## src/rtl/viterbi_pkg.sv

```systemverilog
// Shared types and helpers for the Viterbi ACS array: state count, trellis
// codeword lookup and branch-metric bus slicing.
package viterbi_pkg;

    localparam int METRIC_W_DEF = 14;
    localparam int BM_W_MAX     = 16;
    localparam int BUS_W        = 4 * BM_W_MAX;

    typedef logic [METRIC_W_DEF-1:0] metric_t;

    function automatic int num_states(input int k);
        return 1 << (k - 1);
    endfunction

    // Encoder register is {state, u} with u in the LSB; returns {c1, c0}.
    function automatic logic [1:0] codeword(input int unsigned st, input logic u,
                                            input int unsigned g0, input int unsigned g1);
        logic [31:0] r;
        r = {st[30:0], u};
        return {^(r & g1), ^(r & g0)};
    endfunction

    function automatic logic [BM_W_MAX-1:0] bm_slice(input logic [BUS_W-1:0] bus,
                                                     input logic [1:0] c,
                                                     input int unsigned w);
        logic [BUS_W-1:0] mask;
        mask = (BUS_W'(1) << w) - BUS_W'(1);
        return BM_W_MAX'((bus >> (32'(c) * w)) & mask);
    endfunction

endpackage

```

## src/rtl/viterbi_acs_butterfly.sv

```systemverilog
// One trellis butterfly: new states 2*IDX and 2*IDX+1 fed by predecessors
// IDX and IDX + 2^(K-2). Purely combinational; the top owns the metric registers.
module viterbi_acs_butterfly
    import viterbi_pkg::*;
#(
    parameter int           K        = 3,
    parameter int           IDX      = 0,
    parameter logic [K-1:0] G0       = 3'o7,
    parameter logic [K-1:0] G1       = 3'o5,
    parameter int           METRIC_W = 14,
    parameter int           BM_W     = 6
) (
    input  logic [METRIC_W-1:0]   i_pm_p0,
    input  logic [METRIC_W-1:0]   i_pm_p1,
    input  logic [METRIC_W-1:0]   i_sub,
    input  logic [4*BM_W-1:0]     i_bm,
    output logic [2*METRIC_W-1:0] o_pm,
    output logic [1:0]            o_dec,
    output logic                  o_ovf
);

    localparam int HALF  = 1 << (K - 2);
    localparam int P1    = IDX + HALF;
    localparam int SUM_W = METRIC_W + 1;

    logic [METRIC_W-1:0] w_b0, w_b1;
    logic [BUS_W-1:0]    w_bus;
    logic [1:0]          w_ovf;

    assign w_b0  = i_pm_p0 - i_sub;
    assign w_b1  = i_pm_p1 - i_sub;
    assign w_bus = BUS_W'(i_bm);
    assign o_ovf = |w_ovf;

    for (genvar u = 0; u < 2; u++) begin : g_u
        localparam logic [1:0] C0 = codeword(32'(IDX), 1'(u), 32'(G0), 32'(G1));
        localparam logic [1:0] C1 = codeword(32'(P1),  1'(u), 32'(G0), 32'(G1));

        logic [SUM_W-1:0] w_cand0, w_cand1;
        logic             w_sel;

        assign w_cand0 = {1'b0, w_b0} + SUM_W'(bm_slice(w_bus, C0, BM_W));
        assign w_cand1 = {1'b0, w_b1} + SUM_W'(bm_slice(w_bus, C1, BM_W));
        // strict compare: ties keep the upper-branch predecessor
        assign w_sel   = (w_cand1 < w_cand0);

        assign o_dec[u] = w_sel;
        assign o_pm[u*METRIC_W +: METRIC_W] = w_sel ? w_cand1[METRIC_W-1:0] : w_cand0[METRIC_W-1:0];
        assign w_ovf[u] = w_sel ? w_cand1[METRIC_W] : w_cand0[METRIC_W];
    end

endmodule

```

## src/rtl/viterbi_acs_array.sv

```systemverilog
// Full-parallel add-compare-select over all 2^(K-1) states, one symbol per
// cycle, with threshold normalisation and a registered best-state stage.
module viterbi_acs_array
    import viterbi_pkg::*;
#(
    parameter int           K           = 3,
    parameter logic [K-1:0] G0          = 3'o7,
    parameter logic [K-1:0] G1          = 3'o5,
    parameter int           METRIC_W    = 14,
    parameter int           BM_W        = 6,
    parameter int           NORM_THRESH = 4096,
    parameter int           INIT_BIAS   = 512,
    localparam int          NUM_STATES  = num_states(K)
) (
    input  logic                  clk,
    input  logic                  rst,
    input  logic                  start,
    input  logic                  start_uniform,
    input  logic                  in_valid,
    input  logic [4*BM_W-1:0]     bm,
    output logic                  dec_valid,
    output logic [NUM_STATES-1:0] dec_bits,
    output logic                  norm_event,
    output logic                  best_valid,
    output logic [K-2:0]          best_state,
    output logic [METRIC_W-1:0]   best_metric,
    output logic [15:0]           sym_cnt
);

    localparam int                  HALF = NUM_STATES / 2;
    localparam logic [METRIC_W-1:0] THR  = METRIC_W'(NORM_THRESH);
    localparam logic [METRIC_W-1:0] BIAS = METRIC_W'(INIT_BIAS);

    logic [NUM_STATES-1:0][METRIC_W-1:0] r_pm, w_pm_cur, w_pm_nxt;
    logic [NUM_STATES-1:0]               r_dec, w_dec;
    logic [HALF-1:0]                     w_ovf;
    logic [1:0]                          r_vld_pipe;
    logic                                r_norm, w_norm, w_any_start;
    logic [METRIC_W-1:0]                 w_min, w_sub, r_best_metric;
    logic [K-2:0]                        w_min_idx, r_best_state;
    logic [15:0]                         r_cnt;

    assign w_any_start = start | start_uniform;

    // A start in the same cycle as a symbol feeds the initialised metrics straight in.
    always_comb begin
        for (int s = 0; s < NUM_STATES; s++) begin
            w_pm_cur[s] = r_pm[s];
            if (start_uniform)
                w_pm_cur[s] = '0;
            else if (start)
                w_pm_cur[s] = (s == 0) ? '0 : BIAS;
        end
    end

    always_comb begin
        w_min     = r_pm[0];
        w_min_idx = '0;
        for (int s = 1; s < NUM_STATES; s++) begin
            if (r_pm[s] < w_min) begin
                w_min     = r_pm[s];
                w_min_idx = (K-1)'(s);
            end
        end
    end

    // Initialised metrics always have a zero minimum, so a start never normalises.
    assign w_norm = !w_any_start && (w_min >= THR);
    assign w_sub  = w_norm ? THR : '0;

    for (genvar i = 0; i < HALF; i++) begin : g_bfly
        viterbi_acs_butterfly #(
            .K(K), .IDX(i), .G0(G0), .G1(G1), .METRIC_W(METRIC_W), .BM_W(BM_W)
        ) u_bfly (
            .i_pm_p0 (w_pm_cur[i]),
            .i_pm_p1 (w_pm_cur[i+HALF]),
            .i_sub   (w_sub),
            .i_bm    (bm),
            .o_pm    (w_pm_nxt[2*i+1 -: 2]),
            .o_dec   (w_dec[2*i+1 -: 2]),
            .o_ovf   (w_ovf[i])
        );
    end

    always_ff @(posedge clk or negedge rst) begin
        if (!rst) begin
            r_pm          <= '0;
            r_dec         <= '0;
            r_vld_pipe    <= '0;
            r_norm        <= 1'b0;
            r_cnt         <= '0;
            r_best_state  <= '0;
            r_best_metric <= '0;
        end else begin
            r_vld_pipe <= {r_vld_pipe[0], in_valid};
            r_norm     <= in_valid & w_norm;
            if (in_valid) begin
                r_pm  <= w_pm_nxt;
                r_dec <= w_dec;
            end else if (w_any_start) begin
                r_pm  <= w_pm_cur;
            end
            if (w_any_start)
                r_cnt <= in_valid ? 16'd1 : 16'd0;
            else if (in_valid && r_cnt != 16'hFFFF)
                r_cnt <= r_cnt + 16'd1;
            // r_pm already holds the updated metrics while dec_valid is high
            if (r_vld_pipe[0]) begin
                r_best_state  <= w_min_idx;
                r_best_metric <= w_min;
            end
        end
    end

    assign dec_valid   = r_vld_pipe[0];
    assign best_valid  = r_vld_pipe[1];
    assign dec_bits    = r_dec;
    assign norm_event  = r_norm;
    assign best_state  = r_best_state;
    assign best_metric = r_best_metric;
    assign sym_cnt     = r_cnt;

    a_no_ovf: assert property (@(posedge clk) disable iff (!rst) in_valid |-> !(|w_ovf));

endmodule
```

## config.mk

```make
export PLATFORM = sky130hd
export DESIGN_NAME = viterbi_acs_array
export DESIGN_NICKNAME = d
export VERILOG_FILES = /design/src/rtl/viterbi_pkg.sv /design/src/rtl/viterbi_acs_butterfly.sv /design/src/rtl/viterbi_acs_array.sv
export SDC_FILE = /design/constraint.sdc
export NUM_CORES = 1
export LEC_CHECK = 0
export CAP_MARGIN = 10
export CORE_MARGIN = 2
export CORE_UTILIZATION = 48
export CTS_CLUSTER_SIZE = 24
export DETAILED_ROUTE_END_ITERATION = 10
export HOLD_SLACK_MARGIN = 0.1
export PLACE_DENSITY_LB_ADDON = 0.3
export SLEW_MARGIN = 30
export SYNTH_ARGS = -nofsm -noshare
export SYNTH_HDL_FRONTEND = slang
export SYNTH_HIERARCHICAL = 1
export SYNTH_SLANG_ARGS = --single-unit
```

## constraint.sdc

```tcl
create_clock -name clk -period 9.9 [get_ports clk]
set_input_delay 1.98 -clock clk [delete_from_list [all_inputs] [get_ports clk]]
set_output_delay 1.98 -clock clk [all_outputs]
set_load 0.05 [all_outputs]
```

[After elaboration in Yosys (flattened, before gate mapping)]
Index checks and enable logic that the tools add are counted.
Storage, ports and cells
  output and inout port bits: 39
  logic and storage cells: 63
  bits in writable memories: 0
  memories: 0
  bits in read-only memories: 0
  bits in latches: 0
  bits of input ports: 29
  flip-flop bits (word level): 95
Cells by class
  equal/unequal tests: 1
  div/mod/pow operators: 0
  add/subtract/negate cells: 13
  bitwise gates (word level): 2
  muxes and demuxes: 24
  shift operators: 0
  $lt $le $gt $ge: 8
  reduce and logical (&&, ||, !) cells: 5
  multiply operators: 0
Operators by type and width (count)
  $mux 14: 15
  $add 14x6->15: 8
  $mux 56: 2
  $lt 15x15->1: 4
  $sub 14x13->14: 4
  $lt 14x14->1: 3
  $mux 16: 2
  $add 16x1->16 const B: 1
  $ne 16x16->1 const B: 1
  $ge 14x13->1 const B: 1
  $mux 13: 1
  $mux 2: 2
  $reduce_bool 2->1: 2
  $logic_and 1x1->1: 2
  $mux 1: 2
  $and 1x1->1: 1
  $logic_not 1->1: 1
  $or 1x1->1: 1

[Logic depth before layout (Yosys ltp)]
  depth in word-level cells: 14
  gate-level depth with buffers: 48
  mapped depth without buffers: 41

[Cells and area by module]
The synthesis kept the hierarchy.
By module, submodules not included
  viterbi_acs_array: sequential area each 2377.3 um2, cells an instance 578, times used 1, area an instance 5660.4 um2
  viterbi_acs_butterfly (g_bfly[0].u_bfly): sequential area each 0.0 um2, cells an instance 533, times used 1, area an instance 3970.1 um2
  viterbi_acs_butterfly (g_bfly[1].u_bfly): sequential area each 0.0 um2, cells an instance 541, times used 1, area an instance 3940.0 um2

[Worst setup path before layout]
No wires, ideal clock.
  path type: register to register
  start: reg r_pm[3] (netlist bit)
  end: reg r_pm[28] (netlist bit)
  clock period less this slack: 8.760 ns
  library setup time: 0.125 ns
  stages on the path, launching flop included: 42
  data arrival time: 8.635 ns
  path buffers: 5
  slack: 1.140 ns
  required time: 9.775 ns
  cells stage by stage: dfrtp_1 inv_1 ha_1 a211oi_2 o21ai_1 a211oi_2 o21a_2 buf_2 buf_2 a21oi_1 ha_1 a21o_1 a221o_1 a211oi_2 o21ai_1 a31o_1 buf_6 buf_6 [... 6 more ...] o2111ai_2 nand2_4 nor3_1 a211oi_1 inv_1 ha_1 and2_1 o21ai_0 o31ai_1 a311oi_1 or3_4 nor2_1 ha_1 and3_1 a211oi_1 clkbuf_1 mux2_1 mux2_2
RTL lines
  start: declaration: RTL line viterbi_acs_array.sv:34  | logic [NUM_STATES-1:0][METRIC_W-1:0] r_pm, w_pm_cur, w_pm_nxt;
  start signal: assignment: RTL line viterbi_acs_array.sv:98  | r_pm <= w_pm_nxt;
  start signal: assignment: RTL line viterbi_acs_array.sv:101  | r_pm <= w_pm_cur;

==> impl_summary.md <==
Timing
The number of pins with negative max-slew slack in the final report is 0. The number of hold violations in the final report was 0. Setup repair after global routing left no endpoint under its margin. Derived from the worst setup path, the maximum achievable clock frequency is 106.9 MHz.

At the pin with the least slew margin, the transition time is 858.8 ps. The worst setup skew after layout is 12.18 ps. The post-layout minimum cycle time is 9355 ps. Setup violations remaining at the end of the flow were counted as 0. In the final timing run, aggregate negative setup slack is 0 ps. In the finished design, the share of the clock period the worst path needs comes to 0.9450.

Headroom to the max-slew limit came out at 0.4222.

Global route
The global routing met1 resource utilization is 0.3725. The global-route congestion overflow total is 0. The layer with the highest usage is met2.

The largest net degree at the start of global routing is 78. The global-route track usage on met2 is 0.4308. The overall track demand over capacity in global routing is 0.2664. For this run, global-route usage on met3 was measured as 0.02669. The first global-routing pass estimated 61,330 um of wire. The number of antenna violations at the first check in global routing is 0. The number of global-route vias before repair is 11,740.

Clocking
The maximum count of clock buffers along a single path is 2. The clock tree from TritonCTS is done. The H-tree generated during clock tree synthesis spans 3 levels.

After clock tree synthesis, the clock-pin slew on the worst setup and hold paths is 80 ps. The cell sitting at the root of the clock tree is a sky130_fd_sc_hd__clkbuf_16. Clock tree synthesis inserted a total of 9 buffers. Clock latency on the worst-skew pair, taken at its later pin, is 370 ps. The CTS sink count is 95.

Worst setup path
At the worst endpoint, the arrival time is 9600 ps. The sort of element at the start of the critical path is a flip-flop. Among all stages on the critical path, the largest delay is contributed by sky130_fd_sc_hd__ha_1. Along the worst path, the maximum fanout reaches 16. The endpoint type of the worst setup path is a flip-flop. The most numerous cell type found on the critical path is sky130_fd_sc_hd__ha_1.

Data on the critical path is required at its endpoint by 10,150 ps. The delay of the slowest cell on the worst path is 450 ps. By startpoint and endpoint, the worst setup path is classified as flip-flop to flip-flop.

Placed design
In this run the cell area measured after placement is 14,710 sq um. Summed over all nets, the half-perimeter wirelength after detailed placement is 31,990 um. The count of placed standard cells including taps is 2,088.

The final weighted congestion of routability-driven global placement is 0.9382. The number of port buffers is 67.

Yosys
The instance count of the mapped netlist is 1,642. The cell area after technology mapping is 13,500 sq um. The mean cell area of the mapped netlist is 8.223 sq um. The Yosys step of the flow raised 6 warnings.

Route
The DRC violations left is 0. Dividing the detail-routed wire length by the instance count gives 18.42 um. The routed wire length is 38,840 um. The detailed-route via count is 12,160. The number of antenna-violating nets in the routed design is 0. In this run, the number of DRC markers left after iteration 0 of detailed routing was 1,021.

The first detailed-routing pass took 5 iterations. Dividing the detail-routed via count by the number of cells gives 5.769.

Finish
After routing the design area is 15,090 sq um. The number of nets in the finished design is 1,966. Fill cells in the final layout number 2,631.

In the final layout, the share of cells above drive strength 1 is 0.08786. The area growth from synthesis to layout is 11.75%. Summing all flip-flop and latch instances after layout gives 2377 sq um.

The number of antenna diodes in the final layout is 0. The area of the multi-input gates is 10,470 sq um. The finished layout holds 2,108 standard cells, fillers aside.

Power and ir drop
The worst-case IR drop observed on VDD is 229.7 uV. The leakage power is 6.927 nW. The areal power density over the cells is 373.3 nW/um^2.

Floorplanning
The height of the chip is 171.7 um. The row count is 61. The number of top-level pins is 68. The initial utilization of the core area, before any placement, comes to 0.4874. The core box area is 27,710 sq um. The die covers 29,490 sq um.

The floorplan step set the die width to 171.7 um.

Hold path
The path type of the worst min-delay path is flip-flop to flip-flop.

Outcome
The run finished with clean final reports.

Flow run
Max-cap violations in this run came to 0.
## final timing paths
kind,from,endpoint,slack (ps),cells after the start
worst max-delay path,r_pm[6],r_pm[42],540,40
worst min-delay path,dec_bits[3],dec_bits[3],520,1
worst max register to register,r_pm[6],r_pm[42],540,40
worst min register to register,dec_bits[3],dec_bits[3],520,1
max in group asynchronous,rst,r_pm[44],7360,2
min in group asynchronous,rst,sym_cnt[7],1480,1
## registers in the layout, indices dropped and copies added (netlist names)
signal / cells
r_pm: 56
best_state: 2
sym_cnt: 16
dec_bits: 4
best_metric: 14
r_vld_pipe: 2
norm_event: 1
## placed cells by master (no fill, tap or decap), types with 24 or more instances in the layout
cell	n
sky130_fd_sc_hd__nand2_1	113
sky130_fd_sc_hd__nor3_1	24
sky130_fd_sc_hd__ha_1	200
sky130_fd_sc_hd__nand3_1	26
sky130_fd_sc_hd__xor2_1	56
sky130_fd_sc_hd__buf_4	31
sky130_fd_sc_hd__and2_1	38
sky130_fd_sc_hd__a21oi_1	99
sky130_fd_sc_hd__conb_1	32
sky130_fd_sc_hd__mux2_2	40
sky130_fd_sc_hd__o21ai_0	66
sky130_fd_sc_hd__mux2i_1	28
sky130_fd_sc_hd__clkdlybuf4s50_1	65
sky130_fd_sc_hd__nand2b_1	25
sky130_fd_sc_hd__a21o_1	49
sky130_fd_sc_hd__nand4_1	28
sky130_fd_sc_hd__inv_1	149
sky130_fd_sc_hd__nor2_1	136
sky130_fd_sc_hd__xnor2_1	86
sky130_fd_sc_hd__dfrtp_1	95
sky130_fd_sc_hd__o31ai_1	34
## worst max-delay path, delay by kind of cell (launching register included)
family                   cells  cell delay (ps)
multiplexers                 3             1050
flip-flops                   1              360
adder cells (fa/ha/maj)      5             1640
AND/OR/NAND/NOR              6              640
AO/OA/AOI/OAI               22             4670
XOR/XNOR                     1              300
buffers and inverters        3              540
## power by group
| group | internal [W] | switching, W |
|---|---|---|
| registers | 0.000542 | 0.000123 |
| clock network | 0.000181 | 0.000188 |
| logic | 0.00189 | 0.00270 |
| total | 0.00262 | 0.00302 |
## per-layer routing
| metal | share of wire | up-vias | wire (um) |
|---|---|---|---|
| met4 | 0.025 | 0 | 980 |
| met1 | 0.48 | 5782 | 18760 |
| li1 | - | 6014 | - |
| met5 | 0 | - | 0 |
| met3 | 0.048 | 50 | 1874 |
| met2 | 0.44 | 316 | 17220 |
## per-stage QoR
stage / util / hold WS [ps] / power, W / worst slack, ps
2_1_floorplan: - / 511.0 / 0.004028 / 1199
3_3_place_gp: 0.5306 / 511.8 / 0.005014 / 232.3
6_report: 0.5446 / 519.2 / 0.005632 / 544.7
5_1_grt: 0.5446 / 536.7 / 0.006111 / 11.38
3_5_place_dp: 0.5308 / 507.5 / 0.005099 / 15.84
4_1_cts: 0.5420 / 524.7 / 0.005499 / 144.3
## layout make-up
class / instances / share of cell area
sequential: 95 / 0.1575
multi-input combinational: 1371 / 0.6935
timing repair buffer: 98 / 0.05962
clock buffer: 9 / 0.01493
tap: 378 / 0.03134
clock inverter: 7 / 0.005721
inverter: 150 / 0.03731
## repair_timing
| item | 4_1_cts | 5_1_grt |
|---|---|---|
| hold buffers | 0 | 0 |
| pin swaps | 0 | 2 |
| setup endpoints to repair | 2 | 57 |
| setup buffers | 0 | 4 |
| gates resized for setup | 1 | 10 |
Power figures use the tool's default switching activity.
